<file path="src/rtl/branch_stack_sequencer.sv">
// Stack sequencer for CALL / RET / RTI / interrupt entry: owns SP and the data-memory request channel.
// Optional STACK_GUARD_EN macro enables overflow/underflow trapping (stack_err); default build has no checks.
module branch_stack_sequencer #(
  parameter logic [7:0] SP_RESET    = 8'hFF,
  parameter logic [7:0] INTR_VEC    = 8'h00,
  parameter logic [7:0] STACK_LIMIT = 8'h80
) (
  input  logic       clk,
  input  logic       rst_n,
  input  logic       cmd_valid,
  input  logic [1:0] cmd_op,
  input  logic [7:0] cmd_target,
  input  logic [7:0] ret_pc,
  input  logic [3:0] flags_in,
  input  logic       intr_req,
  output logic       intr_ack,
  output logic       busy,
  output logic       mem_req,
  output logic       mem_we,
  output logic [7:0] mem_addr,
  output logic [7:0] mem_wdata,
  input  logic [7:0] mem_rdata,
  input  logic       mem_ack,
  output logic       pc_load,
  output logic [7:0] pc_value,
  output logic       flags_load,
  output logic [3:0] flags_value,
  output logic [7:0] sp,
  output logic       stack_err
);

`ifdef STACK_GUARD_EN
  localparam logic GUARD_EN = 1'b1;
`else
  localparam logic GUARD_EN = 1'b0;
`endif

  typedef enum logic [2:0] {
    S_IDLE, S_PUSH_PC, S_PUSH_FLG, S_POP_FLG, S_POP_PC, S_VEC_RD, S_DONE
  } state_t;

  typedef enum logic [1:0] {K_CALL, K_RET, K_RTI, K_INTR} kind_t;

  state_t     state_q;
  kind_t      kind_q;
  logic [7:0] sp_q;
  logic [7:0] target_q;
  logic [3:0] flags_q;
  logic       intr_ack_q;
  logic       busy_q;
  logic       mem_req_q;
  logic       mem_we_q;
  logic [7:0] mem_addr_q;
  logic [7:0] mem_wdata_q;
  logic       pc_load_q;
  logic [7:0] pc_value_q;
  logic       flags_load_q;
  logic [3:0] flags_value_q;
  logic       stack_err_q;

  logic [7:0] sp_dec_s;
  logic [7:0] sp_inc_s;
  logic [7:0] sp_inc2_s;
  logic       push_bad_now_s;
  logic       push_bad_next_s;
  logic       pop_bad_now_s;
  logic       pop_bad_next_s;

  // "now" checks apply at acceptance; "next" checks apply to the second access of a sequence, after SP moves
  always_comb begin
    sp_dec_s        = sp_q - 8'd1;
    sp_inc_s        = sp_q + 8'd1;
    sp_inc2_s       = sp_q + 8'd2;
    push_bad_now_s  = GUARD_EN && (sp_q < STACK_LIMIT);
    push_bad_next_s = GUARD_EN && (sp_dec_s < STACK_LIMIT);
    pop_bad_now_s   = GUARD_EN && (sp_q == 8'hFF);
    pop_bad_next_s  = GUARD_EN && (sp_inc_s == 8'hFF);
  end

  // Sequencer FSM with all outputs registered; requests change only on the edge that consumes mem_ack
  always_ff @(posedge clk or negedge rst_n) begin
    if (!rst_n) begin
      state_q       <= S_IDLE;
      kind_q        <= K_CALL;
      sp_q          <= SP_RESET;
      target_q      <= 8'h00;
      flags_q       <= 4'h0;
      intr_ack_q    <= 1'b0;
      busy_q        <= 1'b0;
      mem_req_q     <= 1'b0;
      mem_we_q      <= 1'b0;
      mem_addr_q    <= 8'h00;
      mem_wdata_q   <= 8'h00;
      pc_load_q     <= 1'b0;
      pc_value_q    <= 8'h00;
      flags_load_q  <= 1'b0;
      flags_value_q <= 4'h0;
      stack_err_q   <= 1'b0;
    end else begin
      intr_ack_q   <= 1'b0;
      pc_load_q    <= 1'b0;
      flags_load_q <= 1'b0;
      stack_err_q  <= 1'b0;
      case (state_q)
        S_IDLE: begin
          if (intr_req) begin
            intr_ack_q <= 1'b1;
            kind_q     <= K_INTR;
            flags_q    <= flags_in;
            if (push_bad_now_s) begin
              stack_err_q <= 1'b1;
            end else begin
              state_q     <= S_PUSH_PC;
              busy_q      <= 1'b1;
              mem_req_q   <= 1'b1;
              mem_we_q    <= 1'b1;
              mem_addr_q  <= sp_q;
              mem_wdata_q <= ret_pc;
            end
          end else if (cmd_valid && (cmd_op == 2'b00)) begin
            kind_q   <= K_CALL;
            target_q <= cmd_target;
            if (push_bad_now_s) begin
              stack_err_q <= 1'b1;
            end else begin
              state_q     <= S_PUSH_PC;
              busy_q      <= 1'b1;
              mem_req_q   <= 1'b1;
              mem_we_q    <= 1'b1;
              mem_addr_q  <= sp_q;
              mem_wdata_q <= ret_pc;
            end
          end else if (cmd_valid && ((cmd_op == 2'b01) || (cmd_op == 2'b10))) begin
            kind_q <= (cmd_op == 2'b01) ? K_RET : K_RTI;
            if (pop_bad_now_s) begin
              stack_err_q <= 1'b1;
            end else begin
              state_q    <= (cmd_op == 2'b01) ? S_POP_PC : S_POP_FLG;
              busy_q     <= 1'b1;
              mem_req_q  <= 1'b1;
              mem_we_q   <= 1'b0;
              mem_addr_q <= sp_inc_s;
            end
          end else begin
            busy_q <= 1'b0;
          end
        end
        S_PUSH_PC: begin
          if (mem_ack) begin
            sp_q <= sp_dec_s;
            if (kind_q == K_INTR) begin
              if (push_bad_next_s) begin
                stack_err_q <= 1'b1;
                mem_req_q   <= 1'b0;
                mem_we_q    <= 1'b0;
                busy_q      <= 1'b0;
                state_q     <= S_IDLE;
              end else begin
                state_q     <= S_PUSH_FLG;
                mem_addr_q  <= sp_dec_s;
                mem_wdata_q <= {4'b0000, flags_q};
              end
            end else begin
              mem_req_q  <= 1'b0;
              mem_we_q   <= 1'b0;
              pc_value_q <= target_q;
              pc_load_q  <= 1'b1;
              state_q    <= S_DONE;
            end
          end
        end
        S_PUSH_FLG: begin
          if (mem_ack) begin
            sp_q       <= sp_dec_s;
            mem_we_q   <= 1'b0;
            mem_addr_q <= INTR_VEC;
            state_q    <= S_VEC_RD;
          end
        end
        S_VEC_RD: begin
          if (mem_ack) begin
            mem_req_q  <= 1'b0;
            pc_value_q <= mem_rdata;
            pc_load_q  <= 1'b1;
            state_q    <= S_DONE;
          end
        end
        S_POP_FLG: begin
          if (mem_ack) begin
            sp_q    <= sp_inc_s;
            flags_q <= mem_rdata[3:0];
            if (pop_bad_next_s) begin
              stack_err_q <= 1'b1;
              mem_req_q   <= 1'b0;
              busy_q      <= 1'b0;
              state_q     <= S_IDLE;
            end else begin
              mem_addr_q <= sp_inc2_s;
              state_q    <= S_POP_PC;
            end
          end
        end
        S_POP_PC: begin
          if (mem_ack) begin
            sp_q       <= sp_inc_s;
            mem_req_q  <= 1'b0;
            pc_value_q <= mem_rdata;
            pc_load_q  <= 1'b1;
            if (kind_q == K_RTI) begin
              flags_load_q  <= 1'b1;
              flags_value_q <= flags_q;
            end
            state_q <= S_DONE;
          end
        end
        S_DONE: begin
          busy_q  <= 1'b0;
          state_q <= S_IDLE;
        end
        default: begin
          busy_q    <= 1'b0;
          mem_req_q <= 1'b0;
          state_q   <= S_IDLE;
        end
      endcase
    end
  end

  assign intr_ack    = intr_ack_q;
  assign busy        = busy_q;
  assign mem_req     = mem_req_q;
  assign mem_we      = mem_we_q;
  assign mem_addr    = mem_addr_q;
  assign mem_wdata   = mem_wdata_q;
  assign pc_load     = pc_load_q;
  assign pc_value    = pc_value_q;
  assign flags_load  = flags_load_q;
  assign flags_value = flags_value_q;
  assign sp          = sp_q;
  assign stack_err   = stack_err_q & GUARD_EN;

endmodule
</file>
<file path="config.mk">
export PLATFORM = sky130hd
export DESIGN_NAME = branch_stack_sequencer
export DESIGN_NICKNAME = d
export VERILOG_FILES = /design/src/rtl/branch_stack_sequencer.sv
export SDC_FILE = /design/constraint.sdc
export NUM_CORES = 1
export LEC_CHECK = 0
export ABC_AREA = 1
export CAP_MARGIN = 10
export CORE_AREA = 2 2 69 136
export CTS_CLUSTER_DIAMETER = 50
export DETAILED_ROUTE_END_ITERATION = 10
export DIE_AREA = 0 0 71 138
export SLEW_MARGIN = 40
export SYNTH_ARGS = -nofsm -noshare
export SYNTH_HDL_FRONTEND = slang
export SYNTH_SLANG_ARGS = --single-unit
</file>
<file path="constraint.sdc">
create_clock -name clk -period 3.5 [get_ports clk]
set_clock_uncertainty 0.1 [all_clocks]
set_input_delay 0.525 -clock clk [delete_from_list [all_inputs] [get_ports clk]]
set_output_delay 0.525 -clock clk [all_outputs]
set_load 0.01 [all_outputs]
</file>
; ---- Yosys cells after proc, flatten, opt, wreduce, memory -nomap -nowiden
; Index checks and enable logic that the tools add are counted.
[totals]
input_bits = 35
word_cells = 130
regBits = 59
output_inout_bits = 43
[classes]
addsub = 3
n_reduce_logical = 28
n_bitwise = 2
n_eq_ne = 21
mux = 61
[op_table]
columns = operator, count
row1 = two-way mux 8 bit, 16
row2 = case mux 8 bit (2 select lines), 3
row3 = case mux 8 bit (4 select lines), 1
row4 = two-way mux 3 bit, 9
row5 = two-way mux 1 bit, 20
row6 = case mux 3 bit (5 select lines), 1
row7 = AND reduction 5 bit, 3
row8 = "inequality test 2 bit, second input constant", 6
row9 = AND reduction 3 bit, 4
row10 = "== test 3 bit, second input constant", 3
row11 = "adder 8 x 1 -> 8 bit, second input constant", 1
row12 = "adder 8 x 2 -> 8 bit, second input constant", 1
row13 = two-way mux 2 bit, 4
row14 = two-way mux 4 bit, 2
row15 = case mux 4 bit (2 select lines), 1
row16 = AND reduction 4 bit, 2
row17 = nonzero test 2 bit, 4
row18 = "subtractor 8 x 1 -> 8 bit, second input constant", 1
row19 = "== test 2 bit, second input constant", 3
row20 = "== test 3 x 2 -> 1 bit, second input constant", 2
row21 = "inequality test 2 x 1 -> 1 bit, second input constant", 3
row22 = AND reduction 6 bit, 1
row23 = nonzero test 3 bit, 2
row24 = OR reduction 2 bit, 3
row25 = other kinds (16), 19

; ---- Logic depth before layout (Yosys ltp)
; Gate-level depths: netlist of the first run.
[logic_depth]
word_depth = 7
ltp_mapped = 12
mapped_depth_nobuf = 12

; ---- Least setup slack after synthesis of the first run
; Ideal clock, no wire load.
[synth_timing]
path_kind = reg-to-reg
start = register sp_q[2] (netlist: sp[2])
end = register mem_addr_q[7] (netlist: mem_addr[7])
setup_slack_ns = 1.719
period_less_slack_ns = 1.781
arrival_ns = 1.565
stages_incl_launch_ff = 12
n_path_buf = 1
setup_ns = 0.117
t_required_ns = 3.283
cell_sequence = dfstp_2 buf_2 inv_1 ha_1 nand2_1 nand2_1 o21ai_0 nand2_1 nand2_1 nand2_1 nor2_1 nor2_1
[synth_via]
elab_chain_cells = 5
elab_cells_between_ends = 10
classes_between = add/sub: 3 / mux: 7
[synth_rtl]
columns = element, line
row1 = from (decl), 46  ; logic [7:0] sp_q;
row2 = from (signal assigned), 150  ; sp_q <= sp_dec_s;
row3 = from (signal assigned), 174  ; sp_q <= sp_dec_s;
row4 = from (signal assigned), 190  ; sp_q <= sp_inc_s;
row5 = adder 8 x 1 -> 8 bit, 72  ; sp_inc_s = sp_q + 8'd1;
row6 = two-way mux 8 bit, 133  ; end else if (cmd_valid && ((cmd_op == 2'b01) || (cmd_op == 2'b10))) begin
row7 = two-way mux 8 bit, 120  ; end else if (cmd_valid && (cmd_op == 2'b00)) begin
row8 = two-way mux 8 bit, 106  ; if (intr_req) begin
row9 = case mux 8 bit (4 select lines) *, 104  ; case (state_q)
row10 = to (signal assigned), 117  ; mem_addr_q <= sp_q;
row11 = to (signal assigned), 130  ; mem_addr_q <= sp_q;
row12 = to (signal assigned), 142  ; mem_addr_q <= sp_inc_s;
row13 = to (decl), 53  ; logic [7:0] mem_addr_q;
; Every way passes the cells marked *; elsewhere a longest branch is shown, timed or not. The select of a mux whose other input is x is not followed.
; A chain may end at the register's enable or synchronous reset.

; ---- Worst setup path in the final report of the first run
[layout_timing]
start = register sp_q[2] (netlist: sp[2])
end = output sp[2]
[layout_rtl]
columns = element, line
row1 = to (decl), 28  ; output logic [7:0] sp,
; No word-level cell between the ends.

==> impl_metrics.ini, run 1 <==
[clock_tree]
htreeDepth = 3
clockBufferDepth = 2
clkTransAtPathRegs_ns = 0.05
postCtsSetupBuffers = 0
cts_buffers = 9
ctsResizeCount = 0
holdBufCountCts = 0
root_buffer = clkbuf_16
cts_num_sinks = 59
clock_latency_ns = 0.33
cts_tree = done

[synth]
synth_edf_count = 0
yosysMostFrequentCell = nand2_1
synthTopCellsByCount = 114 x nand2_1, 51 x dfrtp_1, 40 x nor2_1, 36 x o21ai_0, 33 x inv_1
synth_flop_cell = dfrtp_1
yosys-top-cells-area = dfrtp_1 38%, nand2_1 13%, dfstp_2 6.2%, o21ai_0 5.3%, nor2_1 4.4%
syn_area_per_cell_sq_um = 8.08
synth_nets = 463
synth-async-reset-ratio_pct = 100
synth_top_cell_by_area = dfrtp_1
synth_area_sq_um = 3390
synth_top_area_share_pct = 37.6
synthDistinctLibCells = 39
syn_inst = 420
synth_seq_cells = 59
seq_area_frac_synth_pct = 43.8
yosysWarningCount = 0

[power]
p_leak_nw = 2.07
peakVddDrop_v = 0.000374
power.density_nw_per_um2 = 966

[sta]
worst_pin_slew_ns = 0.615
slew_viol_final = 0
fmax_mhz = 453
min_period_over_period_pct = 63.1
hold_violations = 0
setup_viol = 0
rsz0062_at_grt = no
layout_setup_ws_ns = 1.29
whs_ns = 0.0928
slew_headroom_pct = 59.0
fin_setup_tns_ns = 0
period_needed_ns = 2.21

[die]
start_util_pct = 38.2
rows = 49
die_area_sq_um = 9800
ios = 78
core_area_sq_um = 8890
fp.dieW_microns = 71
die_y_microns = 138

[flow_run]
maxCapViolCount = 0

[critical_path]
critPathKind = flop to primary output
critPathLaunch = sp[2]$_DFFE_PN1P_
crit_chain = clkdlybuf4s50_1
endpoint_kind = primary output
slowest_stage = dfstp_2
regToRegStartpoint = state_q[1]$_DFFE_PN0P_
cp_slowest_stage_delay_ns = 0.67
start_kind = flop
arrival_ns = 1.58
cp_num_buf_inv = 1
cp_max_fo = 10
cpLargestDelayFamily = flip-flops
crit_required_ns = 2.87

[layout]
regArea_sq_um = 1490
fin_util_pct = 50.3
n_antenna_cell = 0
areaGrowthSynthToFinish_pct = 31.8
multi_input_area_sq_um = 1670
nets = 539
final_area_sq_um = 4470
fillCellCount = 871
drive_gt1_share_pct = 14.2

[route]
wire_per_inst_microns = 16.2
vias = 3091
drc = 0
drt_first_pass_iters = 4
avgViaCountPerCell = 5.13
ant_nets = 0
drt_wl_total_microns = 9760
dr.first_iter.drc_count = 144

[global_routing]
overflow = 0
grt_max_degree = 47
grtUsageTotal_pct = 20.9
grt_pass1_vias = 3133
grt_pass1_wl_microns = 15700
antenna_found_initial = 0

[placed_design]
gp_congestion = 0.940
io_buffers = 76
pre_cts_ws_ns = 0.936
post_dp_cell_area_sq_um = 4200
dp_hpwl_microns = 7400

[worst_hold_path]
hp-class = input pin to async pin

[outcome]
status = complete, no violations
-- worst paths after layout --
kind | endpoint | slack, ns | cells past startpoint
setup / recovery | sp[2] | 1.29 | 1
hold reg to reg | mem_wdata[2]$_DFFE_PN0P_ | 0.39 | 2
hold / removal | state_q[1]$_DFFE_PN0P_ | 0.09 | 1
max in group asynchronous | target_q[3]$_DFFE_PN0P_ | 2.55 | 2
min in group clk | mem_wdata[2]$_DFFE_PN0P_ | 0.39 | 2
setup reg to reg | sp[2]$_DFFE_PN1P_ | 1.31 | 6
-- worst register-to-register path: stages (launching register included) --
cell and delay [ns]:
dfrtp_1 0.66, clkinv_1 0.25, nand2_1 0.15, nand2_1 0.09, a21oi_2 0.49, o21ai_0 0.19, o22ai_1 0.18
-- area by class of cell --
class	instances	area share [%]
clock buffers	10	5.35
well taps	102	2.86
flip-flops and latches	59	33.3
clock inverters	5	0.672
repair buffers	77	17.1
inverters	40	3.47
multi-input cells	309	37.3
-- routing by layer --
metal / vias up / routed length [microns] / GRT usage [%]
li1: 1525 / - / -
met1: 1460 / 3460 / 20.8
met2: 88 / 5630 / 39.5
met3: 18 / 357 / 4.01
met4: 0 / 308 / 10.5
met5: - / 0 / 0
-- cell families after synthesis --
group	after synthesis	synth area share [%]
multiplexers	10	3.25
buffers and inverters	52	7.08
flip-flops	59	43.8
adder cells (fa/ha/maj)	8	2.95
XOR/XNOR	6	1.55
other	1	0.111
AND/OR/NAND/NOR	202	26.6
AO/OA/AOI/OAI	82	14.6
-- state kept, by name, summed over array words and instances, names as in the netlist --
| signal | cells |
|---|---|
| target_q | 8 |
| busy | 1 |
| flags_load | 1 |
| sp | 8 |
| state_q | 3 |
| mem_we | 1 |
| pc_load | 1 |
| mem_wdata | 8 |
| pc_value | 8 |
| kind_q | 2 |
| mem_req | 1 |
| intr_ack | 1 |
| mem_addr | 8 |
| flags_value | 4 |
| flags_q | 4 |
-- power by group --
part | internal, mW | switching [mW]
logic | 0.916 | 1.22
registers | 1.05 | 0.326
clock network | 0.489 | 0.319
total | 2.45 | 1.87
-- placed cells by master (no fill, tap or decap), drive strengths merged, types with 4 or more instances in the layout --
cell type / count
nand2: 120
clkdlybuf4s50: 75
dfrtp: 51
nor2: 48
o21ai: 48
inv: 39
nand3: 25
a21oi: 13
clkbuf: 10
a31oi: 9
mux2: 8
ha: 8
dfstp: 8
xor2: 6
o22ai: 6
o211ai: 4
clkinv: 4
-- per-stage QoR --
step | instances | power (mW)
6_report | 602 | 4.32
5_1_grt | 602 | 4.62
4_1_cts | 602 | 4.35
3_5_place_dp | 587 | 3.52
3_3_place_gp | 587 | 3.49
2_1_floorplan | 420 | 2.66
No activity file was read; power rests on OpenSTA's default activity.
==> run 2, diff against run 1 <==
Clock period 3.5 ns to 2.25 ns, I/O delays scaled along.
==> impl_metrics.ini, run 2 (synthesized netlist as in run 1, its figures left out) <==
[route]
ant_nets = 0
wire_per_inst_microns = 15.7
drc = 0
dr.first_iter.drc_count = 303
drt_first_pass_iters = 4
vias = 3227
drt_wl_total_microns = 9700
avgViaCountPerCell = 5.24

[critical_path]
cp_max_fo = 7
start_kind = flop
endpoint_kind = primary output
slowest_stage = dfstp_2
cp_slowest_stage_delay_ns = 0.57
r2r_cells = 7
arrival_ns = 1.60
cp_num_buf_inv = 2
crit_required_ns = 1.81
r2r_slack_ns = 0.28
crit_chain = buf_4 > clkdlybuf4s50_1
critPathKind = flop to primary output
cpLargestDelayFamily = buffers and inverters
cp.depth = 2

[sta]
period_needed_ns = 2.04
fin_setup_tns_ns = 0
slew_headroom_pct = 59.9
worst_pin_slew_ns = 0.602
layout_setup_ws_ns = 0.214
setup_viol = 0
rsz0062_at_grt = no
min_period_over_period_pct = 90.5
slew_viol_final = 0
hold_violations = 0
whs_ns = 0.385
fmax_mhz = 491

[die]
ios = 78
die_area_sq_um = 9800
fp.dieW_microns = 71
core_area_sq_um = 8890
start_util_pct = 38.2
rows = 49
die_y_microns = 138

[clock_tree]
ctsResizeCount = 0
cts_buffers = 9
clock_latency_ns = 0.33
htreeDepth = 3
cts_num_sinks = 59
clockBufferDepth = 2
root_buffer = clkbuf_16
cts_tree = done
clkTransAtPathRegs_ns = 0.05

[power]
finalPower_mw = 7.05
p_leak_nw = 2.17
power.density_nw_per_um2 = 1520
peakVddDrop_v = 0.000623

[global_routing]
grt_pass1_vias = 3152
antenna_found_initial = 0
grt_max_degree = 38
grt_pass1_wl_microns = 15800
overflow = 0
grtUsageTotal_pct = 20.8

[layout]
drive_gt1_share_pct = 16.3
final_area_sq_um = 4650
fin_cells = 616
areaGrowthSynthToFinish_pct = 37.0
fillCellCount = 863
nets = 553
fin_util_pct = 52.3
layout_commonest_cell = nand2_1
n_antenna_cell = 0
layout_common_cells = 114 x nand2_1, 75 x clkdlybuf4s50_1, 51 x dfrtp_1

[placed_design]
gp_congestion = 0.963
io_buffers = 76
dp_hpwl_microns = 7460
place_inst = 600
pre_cts_ws_ns = 0.0374
post_dp_cell_area_sq_um = 4330

[worst_hold_path]
min_path_cells = 2
hp-class = flop to flop

[outcome]
status = complete, no violations

[flow_run]
maxCapViolCount = 0
[run 2: changes by cell type in the layout (fill, tap and decap cells not counted)]
| cell | change |
|---|---|
| buf_12 | +3 |
| buf_2 | +1 |
| buf_4 | +9 |
| bufinv_16 | +1 |
| clkbuf_8 | +1 |
| clkinv_2 | -2 |
| dlygate4sd3_1 | +1 |
[run 2: final cells by class]
cell class	instances	area, sq um	area share (%)
Clock buffer	11	253	5.44
Multi-Input combinational cell	309	1670	35.8
Inverter	40	155	3.34
Tap cell	102	128	2.75
Sequential cell	59	1490	32.0
Timing Repair Buffer	91	908	19.6
Clock inverter	4	50.0	1.08
[run 2: path summary, 6_finish.rpt]
kind,start,endpoint
min,mem_addr[4]$_DFFE_PN0P_,mem_addr[4]$_DFFE_PN0P_
min in group asynchronous,rst_n,target_q[6]$_DFFE_PN0P_
max in group asynchronous,rst_n,flags_q[2]$_DFFE_PN0P_
min reg2reg,mem_addr[4]$_DFFE_PN0P_,mem_addr[4]$_DFFE_PN0P_
max,sp[4]$_DFFE_PN1P_,sp[4]
max reg2reg,state_q[0]$_DFFE_PN0P_,pc_value[0]$_DFFE_PN0P_
[run 2: power breakdown]
group	internal [mW]	switching, mW
Clock	0.908	0.489
Combinational	1.58	2.02
Sequential	1.63	0.428
[run 2: worst reg2reg max path: stages, from the launching register on]
cell and delay [ns]:
dfrtp_1 0.51, inv_1 0.22, nor2_4 0.34, nand2_2 0.17
a21oi_4 0.18, buf_12 0.16, nor2_1 0.05, a31oi_1 0.15
[run 2: routing by layer]
| layer | part of all wire [%] | vias to the layer above | wire length (microns) | track usage (%) |
|---|---|---|---|---|
| li1 | - | 1554 | - | - |
| met5 | 0 | - | 0 | 0 |
| met3 | 4.2 | 40 | 404 | 4.23 |
| met4 | 5.3 | 0 | 512 | 12.0 |
| met1 | 34 | 1515 | 3290 | 20.3 |
| met2 | 57 | 118 | 5490 | 38.7 |
[run 2: what timing repair did]
action,4_1_cts,5_1_grt
hold endpoints to repair,14,0
hold buffers,1,0
setup buffers,0,0
==> run 3, diff against run 2 <==
Settings changed: GPL_ROUTABILITY_DRIVEN from default to 0.
==> impl_metrics.ini, run 3 (synthesized netlist as in run 1, its figures left out) <==
[route]
vias = 3189
dr.first_iter.drc_count = 236
drc = 0
drt_first_pass_iters = 4
drt_wl_total_microns = 9760
wire_per_inst_microns = 15.8
avgViaCountPerCell = 5.16
ant_nets = 0

[clock_tree]
clockBufferDepth = 2
cts_num_sinks = 59
htreeDepth = 3
cts_buffers = 9
holdBufCountCts = 1
postCtsSetupBuffers = 0
clkTransAtPathRegs_ns = 0.06
ctsResizeCount = 0
root_buffer = clkbuf_16
cts_tree = done
clock_latency_ns = 0.33

[die]
ios = 78
start_util_pct = 38.2
rows = 49
die_y_microns = 138
core_area_sq_um = 8890
fp.dieW_microns = 71
die_area_sq_um = 9800

[outcome]
status = complete, no violations

[power]
p_leak_nw = 2.17
peakVddDrop_v = 0.000736
power.density_nw_per_um2 = 1520

[global_routing]
grt_pass1_vias = 3317
grtUsageTotal_pct = 21.0
grt_max_degree = 39
antenna_found_initial = 0
overflow = 0
grt_pass1_wl_microns = 16100

[critical_path]
r2r-end = mem_addr[5]$_DFFE_PN0P_
regToRegStartpoint = sp[2]$_DFFE_PN1P_
endpoint = sp[1]
crit_required_ns = 1.81
endpoint_kind = primary output
cp_slowest_stage_delay_ns = 0.58
crit_chain = buf_4 > clkdlybuf4s50_1
arrival_ns = 1.58
slowest_stage = dfstp_2
critPathLaunch = sp[1]$_DFFE_PN1P_
start_kind = flop
cp_max_fo = 5
critPathKind = flop to primary output
r2r_cells = 10
r2r_slack_ns = 0.27

[layout]
layout_common_cells = 114 x nand2_1, 75 x clkdlybuf4s50_1, 51 x dfrtp_1
nets = 554
drive_gt1_share_pct = 16.7
layout_commonest_cell = nand2_1
final_area_sq_um = 4650
areaGrowthSynthToFinish_pct = 37.2
fin_util_pct = 52.3
n_antenna_cell = 0

[flow_run]
maxCapViolCount = 0

[placed_design]
post_dp_cell_area_sq_um = 4340
io_buffers = 76
dp_hpwl_microns = 7540
pre_cts_ws_ns = 0.0674

[sta]
rsz0062_at_grt = no
slew_headroom_pct = 58.8
setup_viol = 0
layout_setup_ws_ns = 0.233
fmax_mhz = 496
hold_violations = 0
fin_setup_tns_ns = 0
period_needed_ns = 2.02
whs_ns = 0.379
min_period_over_period_pct = 89.7
worst_pin_slew_ns = 0.618
slew_viol_final = 0

[worst_hold_path]
min_from = mem_wdata[2]$_DFFE_PN0P_
hp-class = flop to flop
-- run 3: cell type report --
type / instances / area (sq um)
clock buffer: 10 / 239
clock inverter: 6 / 63.8
fill: 866 / 4240
inverter: 40 / 155
multi-input combinational: 309 / 1670
sequential: 59 / 1490
tap: 102 / 128
timing repair buffer: 92 / 916
-- run 3: worst min path at each step --
stage / cells after the start / slack (ns) / to
2_1_floorplan: 0 / -0.06 / busy$_DFFE_PN0N_
3_3_place_gp: 1 / 0.28 / state_q[0]$_DFFE_PN0P_
3_5_place_dp: 1 / 0.28 / state_q[0]$_DFFE_PN0P_
4_1_cts: 2 / 0.38 / mem_wdata[2]$_DFFE_PN0P_
5_1_grt: 2 / 0.40 / mem_wdata[3]$_DFFE_PN0P_
6_report: 2 / 0.38 / mem_wdata[2]$_DFFE_PN0P_
-- run 3: worst max-delay path, delay by kind of cell, from the launching register on --
kind                   cells  cell delay, ns
buffers and inverters      2            0.66
DFF                        1            0.58
-- run 3: stage by stage --
step | total power [mW] | cells
after global placement | 5.59 | 601
after detailed placement | 5.66 | 601
after global routing | 7.56 | 618
after floorplan | 4.14 | 420
after CTS | 7.10 | 618
final | 7.06 | 618
-- run 3: routing by layer --
metal  share of wire (%)  global-route usage [%]
met3                 4.2                    4.37
met5                   0                       0
met2                  56                    39.0
met4                 4.5                    11.4
met1                  35                    21.1
-- run 3: report_power, final --
group          switching [mW]  leakage, nW  internal, mW
sequential              0.449        0.715          1.63
combinational            2.01         1.31          1.58
clock                   0.516        0.145         0.886
total                    2.97         2.17          4.09
